[config.mk]
export PLATFORM = sky130hd
export DESIGN_NAME = pico_control_fsm
export DESIGN_NICKNAME = d
export VERILOG_FILES = /design/src/rtl/pico_ctrl_pkg.sv /design/src/rtl/pico_control_fsm_pc_unit.sv /design/src/rtl/pico_control_fsm.sv
export SDC_FILE = /design/constraint.sdc
export NUM_CORES = 1
export LEC_CHECK = 0
export ABC_CLOCK_PERIOD_IN_PS = 3200
export BUFFER_PORTS_ARGS = -buffer_cell sky130_fd_sc_hd__buf_2
export CAP_MARGIN = 10
export CORE_MARGIN = 2
export CORE_UTILIZATION = 48
export DETAILED_ROUTE_END_ITERATION = 8
export GPL_ROUTABILITY_DRIVEN = 0
export HOLD_SLACK_MARGIN = 0.1
export PLACE_DENSITY_LB_ADDON = 0.05
export SYNTH_ARGS = -nofsm -noshare
export SYNTH_HDL_FRONTEND = slang
export SYNTH_HIERARCHICAL = 1
export SYNTH_SLANG_ARGS = --single-unit
[constraint.sdc]
create_clock -name clk -period 3.2 [get_ports clk]
set_input_delay 0.32 -clock clk [delete_from_list [all_inputs] [get_ports clk]]
set_output_delay 0.32 -clock clk [all_outputs]
set_load 0.01 [all_outputs]
[src/rtl/pico_ctrl_pkg.sv]
`default_nettype none
// +--------------------------------------------------------------------+
// | pico_ctrl_pkg : opcodes, states and ALU codes for the pico control |
// | Rev 1.0                                                            |
// +--------------------------------------------------------------------+
package pico_ctrl_pkg;

    localparam int OP_W     = 4;
    localparam int FUNC_W   = 3;
    localparam int DEF_N    = 8;
    localparam int DEF_RA_W = 3;
    localparam int DEF_PC_W = 8;

    // ALU function codes shared with the ALU
    localparam logic [FUNC_W-1:0] ALU_RA   = 3'd0;
    localparam logic [FUNC_W-1:0] ALU_RB   = 3'd1;
    localparam logic [FUNC_W-1:0] ALU_RADD = 3'd2;
    localparam logic [FUNC_W-1:0] ALU_RSUB = 3'd3;
    localparam logic [FUNC_W-1:0] ALU_RAND = 3'd4;
    localparam logic [FUNC_W-1:0] ALU_ROR  = 3'd5;
    localparam logic [FUNC_W-1:0] ALU_RXOR = 3'd6;
    localparam logic [FUNC_W-1:0] ALU_RNOR = 3'd7;

    typedef enum logic [OP_W-1:0] {
        OP_NOP  = 4'h0, OP_ADD  = 4'h1, OP_ADDI = 4'h2, OP_SUB  = 4'h3,
        OP_SUBI = 4'h4, OP_AND  = 4'h5, OP_OR   = 4'h6, OP_XOR  = 4'h7,
        OP_NOR  = 4'h8, OP_MOV  = 4'h9, OP_BEQ  = 4'hA, OP_BNE  = 4'hB,
        OP_J    = 4'hC, OP_IN   = 4'hD, OP_OUT  = 4'hE, OP_HALT = 4'hF
    } opcode_t;

    typedef enum logic [2:0] {
        S_FETCH    = 3'd0,
        S_DECODE   = 3'd1,
        S_EXEC     = 3'd2,
        S_WB       = 3'd3,
        S_WAIT_IN  = 3'd4,
        S_WAIT_OUT = 3'd5,
        S_HALT     = 3'd6
    } state_t;

    typedef enum logic [1:0] {
        PC_INC = 2'd0,
        PC_REL = 2'd1,
        PC_ABS = 2'd2
    } pc_sel_t;

    function automatic logic [FUNC_W-1:0] alu_func_of(input opcode_t op);
        logic [FUNC_W-1:0] f;
        f = ALU_RA;
        unique case (op)
            OP_ADD, OP_ADDI:                  f = ALU_RADD;
            OP_SUB, OP_SUBI, OP_BEQ, OP_BNE:  f = ALU_RSUB;
            OP_AND:                           f = ALU_RAND;
            OP_OR:                            f = ALU_ROR;
            OP_XOR:                           f = ALU_RXOR;
            OP_NOR:                           f = ALU_RNOR;
            OP_MOV:                           f = ALU_RB;
            default:                          f = ALU_RA;
        endcase
        return f;
    endfunction

    function automatic logic uses_imm(input opcode_t op);
        return (op == OP_ADDI) || (op == OP_SUBI);
    endfunction

    function automatic logic writes_rf(input opcode_t op);
        return ((op >= OP_ADD) && (op <= OP_MOV)) || (op == OP_IN);
    endfunction

endpackage
`default_nettype wire

[src/rtl/pico_control_fsm_pc_unit.sv]
`default_nettype none
// +--------------------------------------------------------------------+
// | pico_control_fsm_pc_unit : PC register with +1/relative/abs update |
// | Rev 1.0                                                            |
// +--------------------------------------------------------------------+
module pico_control_fsm_pc_unit
    import pico_ctrl_pkg::*;
#(
    parameter int N    = 8,
    parameter int PC_W = 8
) (
    input  logic            clk,
    input  logic            n_reset,
    input  logic            i_load,
    input  pc_sel_t         i_sel,
    input  logic [N-1:0]    i_imm,
    output logic [PC_W-1:0] o_pc
);

    logic [PC_W-1:0] r_pc;
    logic [PC_W-1:0] w_next;
    logic [PC_W-1:0] w_imm_sx;
    logic [PC_W-1:0] w_imm_zx;

    // Sized casts sign/zero-extend or truncate imm to PC width
    assign w_imm_sx = PC_W'($signed(i_imm));
    assign w_imm_zx = PC_W'(i_imm);

    always_comb begin
        w_next = r_pc + PC_W'(1);
        unique case (i_sel)
            PC_REL:  w_next = r_pc + w_imm_sx;
            PC_ABS:  w_next = w_imm_zx;
            default: w_next = r_pc + PC_W'(1);
        endcase
    end

    always_ff @(posedge clk or negedge n_reset) begin
        if (!n_reset) begin
            r_pc <= '0;
        end else if (i_load) begin
            r_pc <= w_next;
        end
    end

    assign o_pc = r_pc;

endmodule
`default_nettype wire

[src/rtl/pico_control_fsm.sv]
`default_nettype none
// +--------------------------------------------------------------------+
// | pico_control_fsm : multi-cycle FETCH/DECODE/EXEC/WB sequencer      |
// | Rev 1.0                                                            |
// +--------------------------------------------------------------------+
module pico_control_fsm
    import pico_ctrl_pkg::*;
#(
    parameter int N    = 8,
    parameter int RA_W = 3,
    parameter int PC_W = 8
) (
    input  logic                    clk,
    input  logic                    n_reset,
    output logic [PC_W-1:0]         pc,
    input  logic [OP_W+2*RA_W+N-1:0] instr,
    output logic [RA_W-1:0]         rd_addr,
    output logic [RA_W-1:0]         rs_addr,
    output logic [N-1:0]            imm,
    output logic                    imm_sel,
    output logic [FUNC_W-1:0]       alu_func,
    input  logic                    alu_zf,
    output logic                    wb_sel,
    output logic                    rf_we,
    input  logic                    in_valid,
    output logic                    in_ready,
    output logic                    out_valid,
    input  logic                    out_ready,
    output logic                    halted
);

    localparam int IW     = OP_W + 2*RA_W + N;
    localparam int RS_LSB = N;
    localparam int RD_LSB = N + RA_W;
    localparam int OP_LSB = N + 2*RA_W;

    state_t        r_state;
    state_t        w_next_state;
    logic [IW-1:0] r_ir;
    logic          r_zf;
    opcode_t       w_op;
    pc_sel_t       w_pc_sel;
    logic          w_pc_load;

    assign w_op    = opcode_t'(r_ir[OP_LSB +: OP_W]);
    assign rd_addr = r_ir[RD_LSB +: RA_W];
    assign rs_addr = r_ir[RS_LSB +: RA_W];
    assign imm     = r_ir[N-1:0];

    always_ff @(posedge clk or negedge n_reset) begin
        if (!n_reset) begin
            r_state <= S_FETCH;
            r_ir    <= '0;
            r_zf    <= 1'b0;
        end else begin
            r_state <= w_next_state;
            if (r_state == S_FETCH) begin
                r_ir <= instr;
            end
            if (r_state == S_EXEC) begin
                r_zf <= alu_zf;
            end
        end
    end

    always_comb begin
        w_next_state = r_state;
        alu_func     = ALU_RA;
        imm_sel      = 1'b0;
        wb_sel       = 1'b0;
        rf_we        = 1'b0;
        in_ready     = 1'b0;
        out_valid    = 1'b0;
        halted       = 1'b0;
        unique case (r_state)
            S_FETCH: w_next_state = S_DECODE;
            S_DECODE: begin
                unique case (w_op)
                    OP_IN:   w_next_state = S_WAIT_IN;
                    OP_OUT:  w_next_state = S_WAIT_OUT;
                    OP_HALT: w_next_state = S_HALT;
                    default: w_next_state = S_EXEC;
                endcase
            end
            S_EXEC: begin
                alu_func     = alu_func_of(w_op);
                imm_sel      = uses_imm(w_op);
                w_next_state = S_WB;
            end
            S_WB: begin
                // ALU operands stay selected so the written result is stable
                alu_func     = alu_func_of(w_op);
                imm_sel      = uses_imm(w_op);
                rf_we        = writes_rf(w_op);
                wb_sel       = (w_op == OP_IN);
                w_next_state = S_FETCH;
            end
            S_WAIT_IN: begin
                in_ready = 1'b1;
                if (in_valid) begin
                    w_next_state = S_WB;
                end
            end
            S_WAIT_OUT: begin
                out_valid = 1'b1;
                if (out_ready) begin
                    w_next_state = S_WB;
                end
            end
            S_HALT:  halted = 1'b1;
            default: w_next_state = S_FETCH;
        endcase
    end

    assign w_pc_load = (r_state == S_WB);

    always_comb begin
        w_pc_sel = PC_INC;
        if (w_op == OP_J) begin
            w_pc_sel = PC_ABS;
        end else if ((w_op == OP_BEQ && r_zf) || (w_op == OP_BNE && !r_zf)) begin
            w_pc_sel = PC_REL;
        end
    end

    pico_control_fsm_pc_unit #(
        .N    (N),
        .PC_W (PC_W)
    ) u_pc_unit (
        .clk     (clk),
        .n_reset (n_reset),
        .i_load  (w_pc_load),
        .i_sel   (w_pc_sel),
        .i_imm   (imm),
        .o_pc    (pc)
    );

endmodule
`default_nettype wire

==> results.md <==
- Number of setup violations in the final report: 0
- CP Class: flop to flop
- Fmax: 331.8 MHz
- Final number of max-transition violations: 0
- Height of the die: 70.37 µm
- Count of antenna-violating nets left after detailed routing: 0
- Area of the mapped netlist: 2115 µm²
- Final worst-path cycle share: 94.18%
- Crit start category: flop
- Sum of buffers and inverters on the critical path: 2
- Crit-path most repeated cell: ha_1
- Final Skew: 0.001913 ns
- Main synth FF type: dfrtp_1
- Hold crit path type: input port to async pin
- Crit path required time: 3.36 ns
- Net count after synthesis: 238
- Vias in the first global route: 1657
- Initial Util: 49.24%
- Clk buf depth: 2
- Number of CTS-inserted buffers: 5
- Final period demand of the worst path: 3.014 ns
- Clk slew on worst S/H paths: 0.06 ns
- Slew headroom: 54.64%
- Clock sink count: 30
- Routed wire length per instance: 15.01 µm
- Utilization of the core after routing: 57.46%
- Arrival time reported for the critical path endpoint: 3.18 ns
- Number of max-capacitance violations reported: 0
- First-pass GRT wire length: 7527 µm
- I/O pin count: 54
- Overall die area: 4952 µm²
- Estimated wirelength of the detail-placed design: 3378 µm
- Netlist cell types: 54
- Row cnt: 24
- Area added between synthesis and finish: 16.69%
- PD cells: 1125 nW/µm²
- Reg-to-Reg Start: r_ir[15]
- Die width: 70.37 µm
- Vias per inst: 5.413
- Count of inserted antenna diode cells: 0
- Source-to-sink clock delay at the later pin of the worst-skew pair: 0.28 ns
- Fin area: 2467 µm²
- GR Util All Layers: 19.16%
- Post-layout power: 2776 µW
- TritonCTS clock tree: done
- Crit. path cell count: 12
- Number of flops mapped to enable cells by yosys: 0
- Hold Vio Cnt, Final: 0
- Placement Cell Area: 2347 µm²
- # port buffers: 53
- Cell leakage power: 0.001238 µW
- Remaining design rule violation count: 0
- Chain of cells forming the critical path: inv_1 -> ha_1 -> and3_1 -> nor2b_4 -> buf_4 -> and2_1 -> ha_1 -> and3_2 -> a221oi_4 -> mux2_4 -> o221ai_2 -> nor3_2
- Fraction of registers with async set or reset after synthesis: 100.0%
- Worst reg2reg path depth: 12
- Detailed Routing Iterations Pass 1: 4
- H-tree lvl count: 2
- Status: finished, final reports clean
- Crit end category: flop
- Worst Path Max Fanout: 5
- Number of standard cells after synthesis: 202
- Timing endpoint of the critical path: u_pc_unit/o_pc[7]
- Detailed Route Iter0 Violations: 82
- RSZ-0062 raised after global routing: false
- Synthesis-stage register bit count: 30
- Register-to-register setup slack: 0.19 ns
- Root Buffer: clkbuf_8
- Final Net Count: 286
- Total Negative Setup Slacks: 0 ns
- Longest individual stage delay on the worst path: 0.41 ns
- Launching instance or port of the critical path: r_ir[15]
- Cell with the biggest individual delay on the critical path: dfrtp_1
- Cell family with most CP delay: simple AND/OR/NAND/NOR gates
- Transition time at the pin with the least slew margin: 0.6804 ns
- Final Routed Wirelength: 4548 µm
- Ratio of cells with drive above 1 in the final layout: 41.83%
- Mean Syn Cell Area: 10.47 µm²
- Global route total overflow: 0
- Capture instance of the worst register-to-register path: u_pc_unit/o_pc[7]
- Maximum number of pins on one net before global-route repair: 31
- Total via count in the routed design: 1640
- Sequential fraction of the synthesis area: 35.50%
- Number of warnings issued by yosys: 6
- Area of the core region: 4294 µm²
- Highest ir drop seen on vdd: 0.3973 mV
- Antenna violations before repair: 0
==> worst min path at each step <==
stage | endpoint | cells after the start
after floorplan | r_ir[0] | 0
after global placement | r_ir[4] | 1
after detailed placement | u_pc_unit/o_pc[6] | 1
after CTS | u_pc_unit/o_pc[5] | 1
after global routing | u_pc_unit/o_pc[4] | 1
final | u_pc_unit/o_pc[6] | 1
==> worst reg2reg max path, delay by kind of cell, from the launching register on <==
family                   cells  cell delay [ns]
AO/OA/AOI/OAI                2             0.47
adder cells (fa/ha/maj)      2             0.58
AND/OR/NAND/NOR              5             0.82
buffers and inverters        2             0.29
multiplexers                 1             0.33
flip-flops                   1             0.41
==> Yosys cell counts (3+ instances only) <==
| cell | count | share of area [%] |
|---|---|---|
| buf_4 | 15 | 5.3 |
| ha_1 | 12 | 7.1 |
| a21o_1 | 3 | 1.1 |
| dfrtp_1 | 30 | 36 |
| a21oi_1 | 10 | 2.4 |
| nand2b_1 | 3 | 0.89 |
| buf_6 | 4 | 2.1 |
| inv_1 | 8 | 1.4 |
| xnor2_1 | 3 | 1.2 |
| nor2_1 | 14 | 2.5 |
| nand2_1 | 10 | 1.8 |
| mux2i_1 | 7 | 3.3 |
| o21ai_0 | 5 | 1.2 |
| and2_1 | 6 | 1.8 |
| mux2_4 | 16 | 11 |
| o21ai_1 | 4 | 0.95 |
| nand3_1 | 3 | 0.71 |
| nor2b_1 | 4 | 1.2 |
| nor3_1 | 3 | 0.71 |
==> flip-flops by register name, summed over array words and instances (netlist names) <==
register,flops
r_zf,1
u_pc_unit/o_pc,8
r_state,3
r_ir,18
==> cells by family (layout without fill, tap and decap cells) <==
logic type,Yosys count,in the layout,synth area share (%)
and+or+nand+nor,60,60,16.10
muxes,25,25,15.74
xor gates and xnor gates,5,5,2.071
AOI/OAI and AO/OA,38,38,12.84
adders and majority gates,13,13,8.047
buffers and inverters,31,80,9.704
DFF,30,30,35.50
==> repair_timing <==
item | 4_1_cts | 5_1_grt
setup endpoints to repair | 1 | 2
setup buffers | 0 | 1
endpoints found under the hold margin | 0 | 0
hold buffers | 0 | 0
pin swaps | 0 | 1
gates resized for setup | 1 | 4
==> where the power goes <==
group / internal [µW] / switching (µW) / total [µW]
Sequential: 575 / 211 / 786
Clock: 173 / 141 / 315
Combinational: 847 / 828 / 1680
Total: 1590 / 1180 / 2780
==> cell type report <==
type                       instances  area [µm²]
fill                             385        1827
tap                               52       65.06
multi-input combinational        141        1182
timing repair buffer              64       347.8
clock inverter                     1       5.005
inverter                           8       30.03
clock buffer                       7       86.33
sequential                        30       750.7
==> through the flow <==
stage                     worst slack, ns  hold slack [ns]  std cells
after floorplan                   0.06774          0.02441        202
after global placement             0.1244           0.3946        294
after detailed placement          0.01261           0.4109        294
after CTS                          0.1013           0.1035        302
after global routing             0.001978           0.1326        303
final                              0.1861          0.07787        303
==> routing by layer <==
| metal | track usage, % | vias up | share of wire (%) |
|---|---|---|---|
| met1 | 23.86 | 770 | 44 |
| met3 | 4.906 | 17 | 5.1 |
| met5 | 0 | - | 0 |
| met4 | 8.333 | 0 | 1.9 |
| met2 | 31.24 | 63 | 49 |
| li1 | - | 790 | - |
==> layout by cell type, fill, tap and decap left out, types with 2 or more instances in the layout <==
| cell | netlist | final |
|---|---|---|
| a31oi_1 | 2 | 2 |
| mux2_4 | 16 | 16 |
| buf_2 | 1 | 53 |
| a21oi_1 | 10 | 10 |
| and3_1 | 2 | 2 |
| nor2_1 | 14 | 14 |
| nor2b_1 | 4 | 3 |
| xor2_1 | 2 | 2 |
| nand2_1 | 10 | 10 |
| clkbuf_8 | 0 | 6 |
| o21ai_1 | 4 | 4 |
| buf_4 | 15 | 11 |
| and2_1 | 6 | 6 |
| a21o_1 | 3 | 3 |
| o21ai_0 | 5 | 5 |
| or3_2 | 2 | 2 |
| ha_1 | 12 | 12 |
| mux2i_1 | 7 | 7 |
| xnor2_1 | 3 | 3 |
| nand2b_1 | 3 | 3 |
| nand3_1 | 3 | 3 |
| inv_1 | 8 | 7 |
| dfrtp_1 | 30 | 30 |
| nor3_1 | 3 | 3 |
Power figures use the tool's default switching activity.
